<file path="src/rtl/alu_pkg.sv">
// Shared types and constants for the 32-bit ALU.
// The package defines the opcode map, the shifter mode select and the datapath width.
package alu_pkg;

  localparam int ALU_W = 32;

  typedef enum logic [4:0] {
    OP_ADD   = 5'h00,
    OP_SUB   = 5'h01,
    OP_INC   = 5'h02,
    OP_DEC   = 5'h03,
    OP_AND   = 5'h04,
    OP_OR    = 5'h05,
    OP_XOR   = 5'h06,
    OP_NAND  = 5'h07,
    OP_NOR   = 5'h08,
    OP_XNOR  = 5'h09,
    OP_NOT   = 5'h0A,
    OP_SLL   = 5'h0B,
    OP_SRL   = 5'h0C,
    OP_SRA   = 5'h0D,
    OP_ROL   = 5'h0E,
    OP_ROR   = 5'h0F,
    OP_MUL   = 5'h10,
    OP_SLT   = 5'h11,
    OP_SLTU  = 5'h12,
    OP_EQ    = 5'h13,
    OP_PASSA = 5'h14,
    OP_PASSB = 5'h15,
    OP_NEG   = 5'h16
  } opcode_e;

  typedef enum logic [2:0] {
    SH_SLL = 3'd0,
    SH_SRL = 3'd1,
    SH_SRA = 3'd2,
    SH_ROL = 3'd3,
    SH_ROR = 3'd4
  } shift_mode_e;

endpackage

</file>
<file path="src/rtl/alu_shifter.sv">
// Combinational shift/rotate unit.
// The carry output is the last bit shifted out, and it is 0 for rotates or for a zero amount.
module alu_shifter
  import alu_pkg::*;
(
  input  logic [ALU_W-1:0] a,
  input  logic [4:0]       amt,
  input  shift_mode_e      mode,
  output logic [ALU_W-1:0] res,
  output logic             carry
);

  // One guard bit on the exit side catches the last bit shifted out.
  logic [ALU_W:0]        sll_x;
  logic [ALU_W:0]        srl_x;
  logic signed [ALU_W:0] sra_x;
  logic [ALU_W-1:0]      rol_x;
  logic [ALU_W-1:0]      ror_x;
  logic [5:0]            inv_amt;

  always_comb begin
    inv_amt = 6'd32 - {1'b0, amt};
    sll_x   = {1'b0, a} << amt;
    srl_x   = {a, 1'b0} >> amt;
    sra_x   = $signed({a, 1'b0}) >>> amt;
    rol_x   = (a << amt) | (a >> inv_amt);
    ror_x   = (a >> amt) | (a << inv_amt);

    res   = '0;
    carry = 1'b0;
    case (mode)
      SH_SLL: begin
        res   = sll_x[ALU_W-1:0];
        carry = sll_x[ALU_W];
      end
      SH_SRL: begin
        res   = srl_x[ALU_W:1];
        carry = srl_x[0];
      end
      SH_SRA: begin
        res   = sra_x[ALU_W:1];
        carry = sra_x[0];
      end
      SH_ROL:  res = rol_x;
      SH_ROR:  res = ror_x;
      default: res = '0;
    endcase
  end

endmodule

</file>
<file path="src/rtl/alu_design.sv">
// 32-bit ALU: a combinational opcode datapath followed by one result register.
// There is no handshake. The inputs are sampled on every rising edge, and the result for those inputs is visible one cycle later.
module alu_design
  import alu_pkg::*;
(
  input  logic             clk,
  input  logic             rst_n,
  input  logic [ALU_W-1:0] A,
  input  logic [ALU_W-1:0] B,
  input  logic [4:0]       opcode,
  output logic [ALU_W-1:0] out,
  output logic             carryout
);

  logic [ALU_W:0]     add_x;
  logic [ALU_W:0]     sub_x;
  logic [ALU_W:0]     inc_x;
  logic [2*ALU_W-1:0] prod;
  logic [ALU_W-1:0]   sh_res;
  logic               sh_carry;
  shift_mode_e        sh_mode;
  logic [ALU_W-1:0]   res;
  logic               cy;

  always_comb begin
    sh_mode = SH_SLL;
    case (opcode_e'(opcode))
      OP_SRL:  sh_mode = SH_SRL;
      OP_SRA:  sh_mode = SH_SRA;
      OP_ROL:  sh_mode = SH_ROL;
      OP_ROR:  sh_mode = SH_ROR;
      default: sh_mode = SH_SLL;
    endcase
  end

  alu_shifter u_shifter (
    .a     (A),
    .amt   (B[4:0]),
    .mode  (sh_mode),
    .res   (sh_res),
    .carry (sh_carry)
  );

  always_comb begin
    add_x = {1'b0, A} + {1'b0, B};
    // SUB is computed as A + ~B + 1, so the carry out means no borrow (A >= B).
    sub_x = {1'b0, A} + {1'b0, ~B} + 33'd1;
    inc_x = {1'b0, A} + 33'd1;
    prod  = {32'b0, A} * {32'b0, B};

    res = '0;
    cy  = 1'b0;
    case (opcode_e'(opcode))
      OP_ADD:   {cy, res} = add_x;
      OP_SUB:   {cy, res} = sub_x;
      OP_INC:   {cy, res} = inc_x;
      OP_DEC: begin
        res = A - 32'd1;
        cy  = (A != '0);
      end
      OP_AND:   res = A & B;
      OP_OR:    res = A | B;
      OP_XOR:   res = A ^ B;
      OP_NAND:  res = ~(A & B);
      OP_NOR:   res = ~(A | B);
      OP_XNOR:  res = ~(A ^ B);
      OP_NOT:   res = ~A;
      OP_SLL, OP_SRL, OP_SRA, OP_ROL, OP_ROR: begin
        res = sh_res;
        cy  = sh_carry;
      end
      OP_MUL: begin
        res = prod[ALU_W-1:0];
        cy  = |prod[2*ALU_W-1:ALU_W];
      end
      OP_SLT:   res = {31'b0, $signed(A) < $signed(B)};
      OP_SLTU:  res = {31'b0, A < B};
      OP_EQ:    res = {31'b0, A == B};
      OP_PASSA: res = A;
      OP_PASSB: res = B;
      OP_NEG: begin
        res = 32'd0 - A;
        cy  = (A == '0);
      end
      default: begin
        res = '0;
        cy  = 1'b0;
      end
    endcase
  end

  always_ff @(posedge clk or negedge rst_n) begin
    if (!rst_n) begin
      out      <= '0;
      carryout <= 1'b0;
    end else begin
      out      <= res;
      carryout <= cy;
    end
  end

endmodule

</file>
<file path="config.mk">
export PLATFORM = sky130hd
export DESIGN_NAME = alu_design
export DESIGN_NICKNAME = d
export VERILOG_FILES = /design/src/rtl/alu_pkg.sv /design/src/rtl/alu_shifter.sv /design/src/rtl/alu_design.sv
export SDC_FILE = /design/constraint.sdc
export NUM_CORES = 2
export LEC_CHECK = 0
export BUFFER_PORTS_ARGS = -buffer_cell sky130_fd_sc_hd__buf_2
export CAP_MARGIN = 20
export CORE_MARGIN = 1
export CORE_UTILIZATION = 45
export CTS_BUF_LIST = sky130_fd_sc_hd__clkbuf_4 sky130_fd_sc_hd__clkbuf_8
export DETAILED_ROUTE_END_ITERATION = 7
export HOLD_SLACK_MARGIN = 0.15
export PLACE_DENSITY = 0.58
export SLEW_MARGIN = 20
export SYNTH_ARGS = -nofsm -noshare
export SYNTH_HDL_FRONTEND = slang
export SYNTH_SLANG_ARGS = --single-unit
</file>
<file path="constraint.sdc">
create_clock -name clk -period 0.8 [get_ports clk]
set_input_delay 0.04 -clock clk [delete_from_list [all_inputs] [get_ports clk]]
set_output_delay 0.04 -clock clk [all_outputs]
set_load 0.005 [all_outputs]
</file>
# Word-level counts from Yosys, hierarchy flattened

Index checks and enable logic that the tools add are counted.

Add/subtract/negate cells: 7
Multipliers: 1
Div/mod/pow operators: 0
$lt $le $gt $ge: 2
Equality and inequality tests: 27
Shift operators: 7
Muxes and demuxes: 5
Bitwise operators: 10
Reductions and logical operators: 6

Operators with widths:

| cell                                                                  | count |
|---|---|
| 32-bit case mux with 19 select lines                                  | 1 |
| 32-bit NOT                                                            | 5 |
| 32-bit case mux with 5 select lines                                   | 1 |
| 32-bit bitwise OR                                                     | 3 |
| 32-bit by 32-bit adder with 33-bit output                             | 2 |
| 32-bit less-than comparator                                           | 2 |
| 32-bit by 32-bit multiplier with 64-bit output                        | 1 |
| 5-bit by 4-bit equality test with 1-bit output, second input constant | 8 |
| 5-bit equality test, second input constant                            | 7 |
| 32-bit by 1-bit adder with 33-bit output, second input constant       | 1 |
| 33-bit by 1-bit adder with 33-bit output, second input constant       | 1 |
| 32-bit by 5-bit << shifter with 33-bit output                         | 1 |
| 33-bit by 5-bit >> shifter with 33-bit output                         | 1 |
| 33-bit by 5-bit >>> shifter with 33-bit output                        | 1 |
| 32-bit bitwise AND                                                    | 1 |
| 32-bit equality test                                                  | 1 |
| 32-bit logical NOT                                                    | 1 |
| 32-bit nonzero test                                                   | 1 |
| 32-bit OR reduction                                                   | 1 |
| 32-bit by 5-bit << shifter with 32-bit output                         | 1 |
| 32-bit by 6-bit << shifter with 32-bit output                         | 1 |
| 32-bit by 5-bit >> shifter with 32-bit output                         | 1 |
| 32-bit by 6-bit >> shifter with 32-bit output                         | 1 |
| 1-bit by 32-bit subtractor with 32-bit output, first input constant   | 1 |
| 15 further kinds                                                      | 20 |

Register bits: 33
Bits in latches: 0
Memory bits (writable): 0
ROM bits: 0
Bits of input ports: 71
Output and inout bits: 33
Word-level logic and storage cells: 67
Memories: 0

# Longest topological paths before layout

Word-level depth: 5
Mapped depth: 34
Depth with buffers taken out: 30

# Cells and area by module

From an unflattened synthesis, not the netlist that was laid out.

Cell total of the unflattened synthesis: 6091
Area, all modules: 49473.7 um2

By module, submodules not included:

| module      | instances | cells an instance | area an instance (um2) | sequential area each (um2) |
|---|---|---|---|---|
| alu_design  | 1         | 5002              | 40621.5                | 825.8 |
| alu_shifter | 1         | 1089              | 8852.2                 | 0.0 |

# Least setup slack after synthesis

No wires, ideal clock.

Path kind: input to register
Start: input port B[3]
End: register carryout
Library setup time: 0.132 ns
Data arrival time: 8.736 ns
Data required time: 0.668 ns
Slack: -8.068 ns
Stages on the path: 32
Buffers on the path: 6
Path through: clkbuf_1 inv_1 clkbuf_1 clkbuf_1 clkbuf_1 clkbuf_1 buf_1 nor2_1 fa_1 inv_1 fa_1 fa_1 fa_1 inv_1 fa_1 inv_1 fa_1 inv_1 fa_1 fa_1 ha_1 nand4_1 nor3_1 o21a_1 o31a_1 o21ai_1 o31ai_1 mux2_2 or3_1 a2111o_1 nor4_1 nor2_1

Longest elaborated chain between the ends: 4
Elaborated cells between the ends (all ways): 11
Those cells by class: add/sub: 3; mul: 1; shift: 3; mux: 2; bitwise: 1; reduce/logical: 1

Ends and longest elaborated chain:

| what                                                                                   | RTL line         | RTL |
|---|---|---|
| start: declaration                                                                     | alu_design.sv:9  | `input logic [ALU_W-1:0] B,` |
| branches (longest 3 deep; another with 32-bit by 32-bit multiplier with 64-bit output) | n/a              |  |
| 1-bit case mux with 7 select lines *                                                   | alu_design.sv:53 | `case (opcode_e'(opcode))` |
| named net cy                                                                           | alu_design.sv:23 | `logic cy;` |
| end signal: assignment                                                                 | alu_design.sv:98 | `carryout <= cy;` |
| end: declaration                                                                       | alu_design.sv:12 | `output logic carryout` |

Mark *: on every way through the listed nets, which the timed path passes.

# Worst setup path in the final report

Start: input port B[24]
End: register carryout

Same word-level chain as after synthesis.

==> results.sh <==
export IMPL_grt_busiest_layer="met2"
export IMPL_cts_made_buffers=5
export IMPL_grt_pass1_wl_microns=378000
export IMPL_clock_sinks=33
export IMPL_regArea_sq_um=826
export IMPL_portBuffers=103
export IMPL_period_needed_ns=7.29
export IMPL_drive_above_1_share_pct=31.8
export IMPL_post_place_ws_ns=-7.45
export IMPL_cts_root_buf="clkbuf_8"
export IMPL_synth_ff_type="dfrtp_1"
export IMPL_grtUsageTotal_pct=49.3
export IMPL_vias_per_cell=6.12
export IMPL_core_area_sq_mm=0.105
export IMPL_setup_violations=66
export IMPL_dr_pass1_iters=6
export IMPL_die_h_microns=328
export IMPL_critPathArrivalTime_ns=7.65
export IMPL_critPathRequiredTime_ns=1.16
export IMPL_grt_start_max_net_pins=60
export IMPL_std_cell_rows=119
export IMPL_synth_cell_types=90
export IMPL_async_flop_share_pct=100
export IMPL_num_vias=54000
export IMPL_areaGrowthSynthToFinish_pct=39.4
export IMPL_cp_start_kind="input port"
export IMPL_max_freq_mhz=137
export IMPL_global_route_usage_met2_pct=71.8
export IMPL_gr_total_overflow=0
export IMPL_synth_edff_count=0
export IMPL_drt_iter0_markers=6398
export IMPL_final_common_cell="buf_4"
export IMPL_layout_nets=8770
export IMPL_grt_use_met3_pct=13.5
export IMPL_dp_hpwl_microns=221000
export IMPL_hold_buffers=1
export IMPL_drv_slew=0
export IMPL_violations="setup timing"
export IMPL_max_cap_viol_count=0
export IMPL_grt_pass1_vias=54400
export IMPL_relSlewSlack_pct=24.3
export IMPL_rsz0062_at_grt="true"
export IMPL_multi_input_comb_area_sq_mm=0.0442
export IMPL_initial_core_util_pct=45.4
export IMPL_min_path_type="in2async"
export IMPL_h_tree_depth=2
export IMPL_yosys_warnings=0
export IMPL_yosysSeqAreaShare_pct=1.73
export IMPL_fp_dieArea_sq_mm=0.107
export IMPL_status="finished, violations left"
export IMPL_tightestPinTransition_ns=1.11
export IMPL_drc=0
export IMPL_ios=104
export IMPL_fin_crit_sh_pct=911
export IMPL_synth_seq_cells=33
export IMPL_antenna_found_initial=12
export IMPL_gp_congestion=1.08
export IMPL_drt_wl_total_microns=265000
export IMPL_fin_ws_ns=-6.49
export IMPL_cts_tree="built"
export IMPL_wire_per_inst_microns=30.0
export IMPL_syn_nets=7405
export IMPL_endpoint_kind="flip-flop"
export IMPL_die_width_microns=328
export IMPL_synthCells=6072
export IMPL_hold_violations=0
export IMPL_ant_nets=0
export IMPL_synth_area_per_cell_sq_um=7.86
export IMPL_gr_usage_met1_pct=61.0
export IMPL_clockBufferDepth=2
export IMPL_fillers=9203
export IMPL_mostFrequentLayoutCells="buf_4 (1473), nor2_1 (885), fa_1 (866), inv_1 (782), nand2_1 (701)"
export IMPL_path_clk_slew_ns=0.17
export IMPL_cp_max_fo=8
export IMPL_synth_area_sq_mm=0.0477
export IMPL_worst_setup_path_type="in2reg"
[metal layers]
| metal | wire (microns) | vias up | share of wire (%) |
|---|---|---|---|
| met5 | 103 | - | 0.039 |
| met1 | 93900 | 26500 | 35 |
| li1 | - | 22600 | - |
| met3 | 32400 | 1088 | 12 |
| met2 | 111000 | 3754 | 42 |
| met4 | 27400 | 18 | 10 |
[synthesized netlist by cell type, types with 35 or more instances]
library cell / count / area share (%)
ha_1: 365 / 9.6
xnor2_1: 47 / 0.86
buf_1: 100 / 0.79
o211ai_1: 47 / 0.74
clkbuf_1: 334 / 2.6
buf_2: 35 / 0.37
nand3_1: 70 / 0.73
o22ai_1: 47 / 0.62
a221oi_1: 36 / 0.66
a211oi_1: 42 / 0.66
nor3_1: 86 / 0.90
fa_1: 897 / 38
a31oi_1: 40 / 0.52
o21ai_0: 299 / 3.1
nand4_1: 49 / 0.64
mux4_2: 82 / 3.9
nand2_1: 716 / 5.6
nor2_1: 970 / 7.6
inv_1: 823 / 6.5
a21oi_1: 292 / 3.1
nor4_1: 35 / 0.46
mux2i_1: 73 / 1.5
[cell families after synthesis]
family | Yosys count | synth area share (%)
DFF | 33 | 1.73
buffers and inverters | 1323 | 10.5
xor gates and xnor gates | 67 | 1.23
and+or+nand+nor | 2102 | 18.5
AOI/OAI and AO/OA | 1119 | 15.0
muxes | 166 | 5.76
adders and majority gates | 1262 | 47.2
[worst paths after layout]
check                      slack [ns]  startpoint                 end
setup / recovery                -6.49       B[24]  carryout$_DFF_PN0_
hold / removal                   0.11       rst_n    out[9]$_DFF_PN0_
max in group asynchronous        0.37       rst_n    out[0]$_DFF_PN0_
min in group clk                 0.32   opcode[0]    out[0]$_DFF_PN0_
[per-stage QoR]
| stage | hold WS, ns | util [%] | TNS (ns) | instance area (sq um) | cells |
|---|---|---|---|---|---|
| CTS | 0.0878 | 61.7 | -165.49 | 64900 | 8786 |
| detailed placement | 0.0497 | 59.4 | -187.48 | 62400 | 8706 |
| finish | 0.113 | 63.3 | -166.79 | 66500 | 8832 |
| floorplan | -0.256 | - | -160.96 | 48700 | 6072 |
| global route | 0.127 | 63.2 | -171.24 | 66500 | 8831 |
| global placement | 0.0458 | 59.4 | -187.32 | 62400 | 8706 |
[layout make-up]
class                           count  share of cell area (%)
Clock buffer                        5                   0.104
Multi-Input combinational cell   4717                    66.5
Tap cell                         1391                    2.62
Sequential cell                    33                    1.24
Inverter                          853                    5.02
Antenna cell                        3                  0.0113
Clock inverter                      3                  0.0696
Timing Repair Buffer             1827                    24.4
[flip-flops by register name, indices dropped and copies added, names as in the netlist]
name,cells
out,32
carryout,1
[critical path: stages]
cell,delay [ns]
buf_4,0.20
buf_6,0.18
buf_12,0.13
nand2_1,0.09
fa_1,0.68
fa_1,0.48
fa_1,0.59
fa_1,0.46
fa_1,0.52
fa_1,0.44
fa_2,0.73
inv_1,0.09
ha_1,0.19
ha_1,0.34
a21oi_2,0.20
buf_4,0.14
o21ai_1,0.08
a2111oi_2,0.43
buf_4,0.18
o31ai_1,0.09
a41oi_2,0.21
o31ai_4,0.13
mux2i_2,0.24
o2111ai_2,0.16
a2111o_1,0.32
nor4_2,0.25
nor2_1,0.06
[what timing repair did]
| action | CTS | global route |
|---|---|---|
| setup buffers | 69 | 46 |
| resized for setup | 450 | 276 |
| endpoints found under the setup margin | 66 | 66 |
| hold endpoints to repair | 33 | 8 |
| pin swaps | 139 | 113 |
| gates cloned | 3 | 3 |
Power is left out: the tool's default activity adds up to more than one toggle a clock period on the data nets, which glitch-free logic cannot reach.
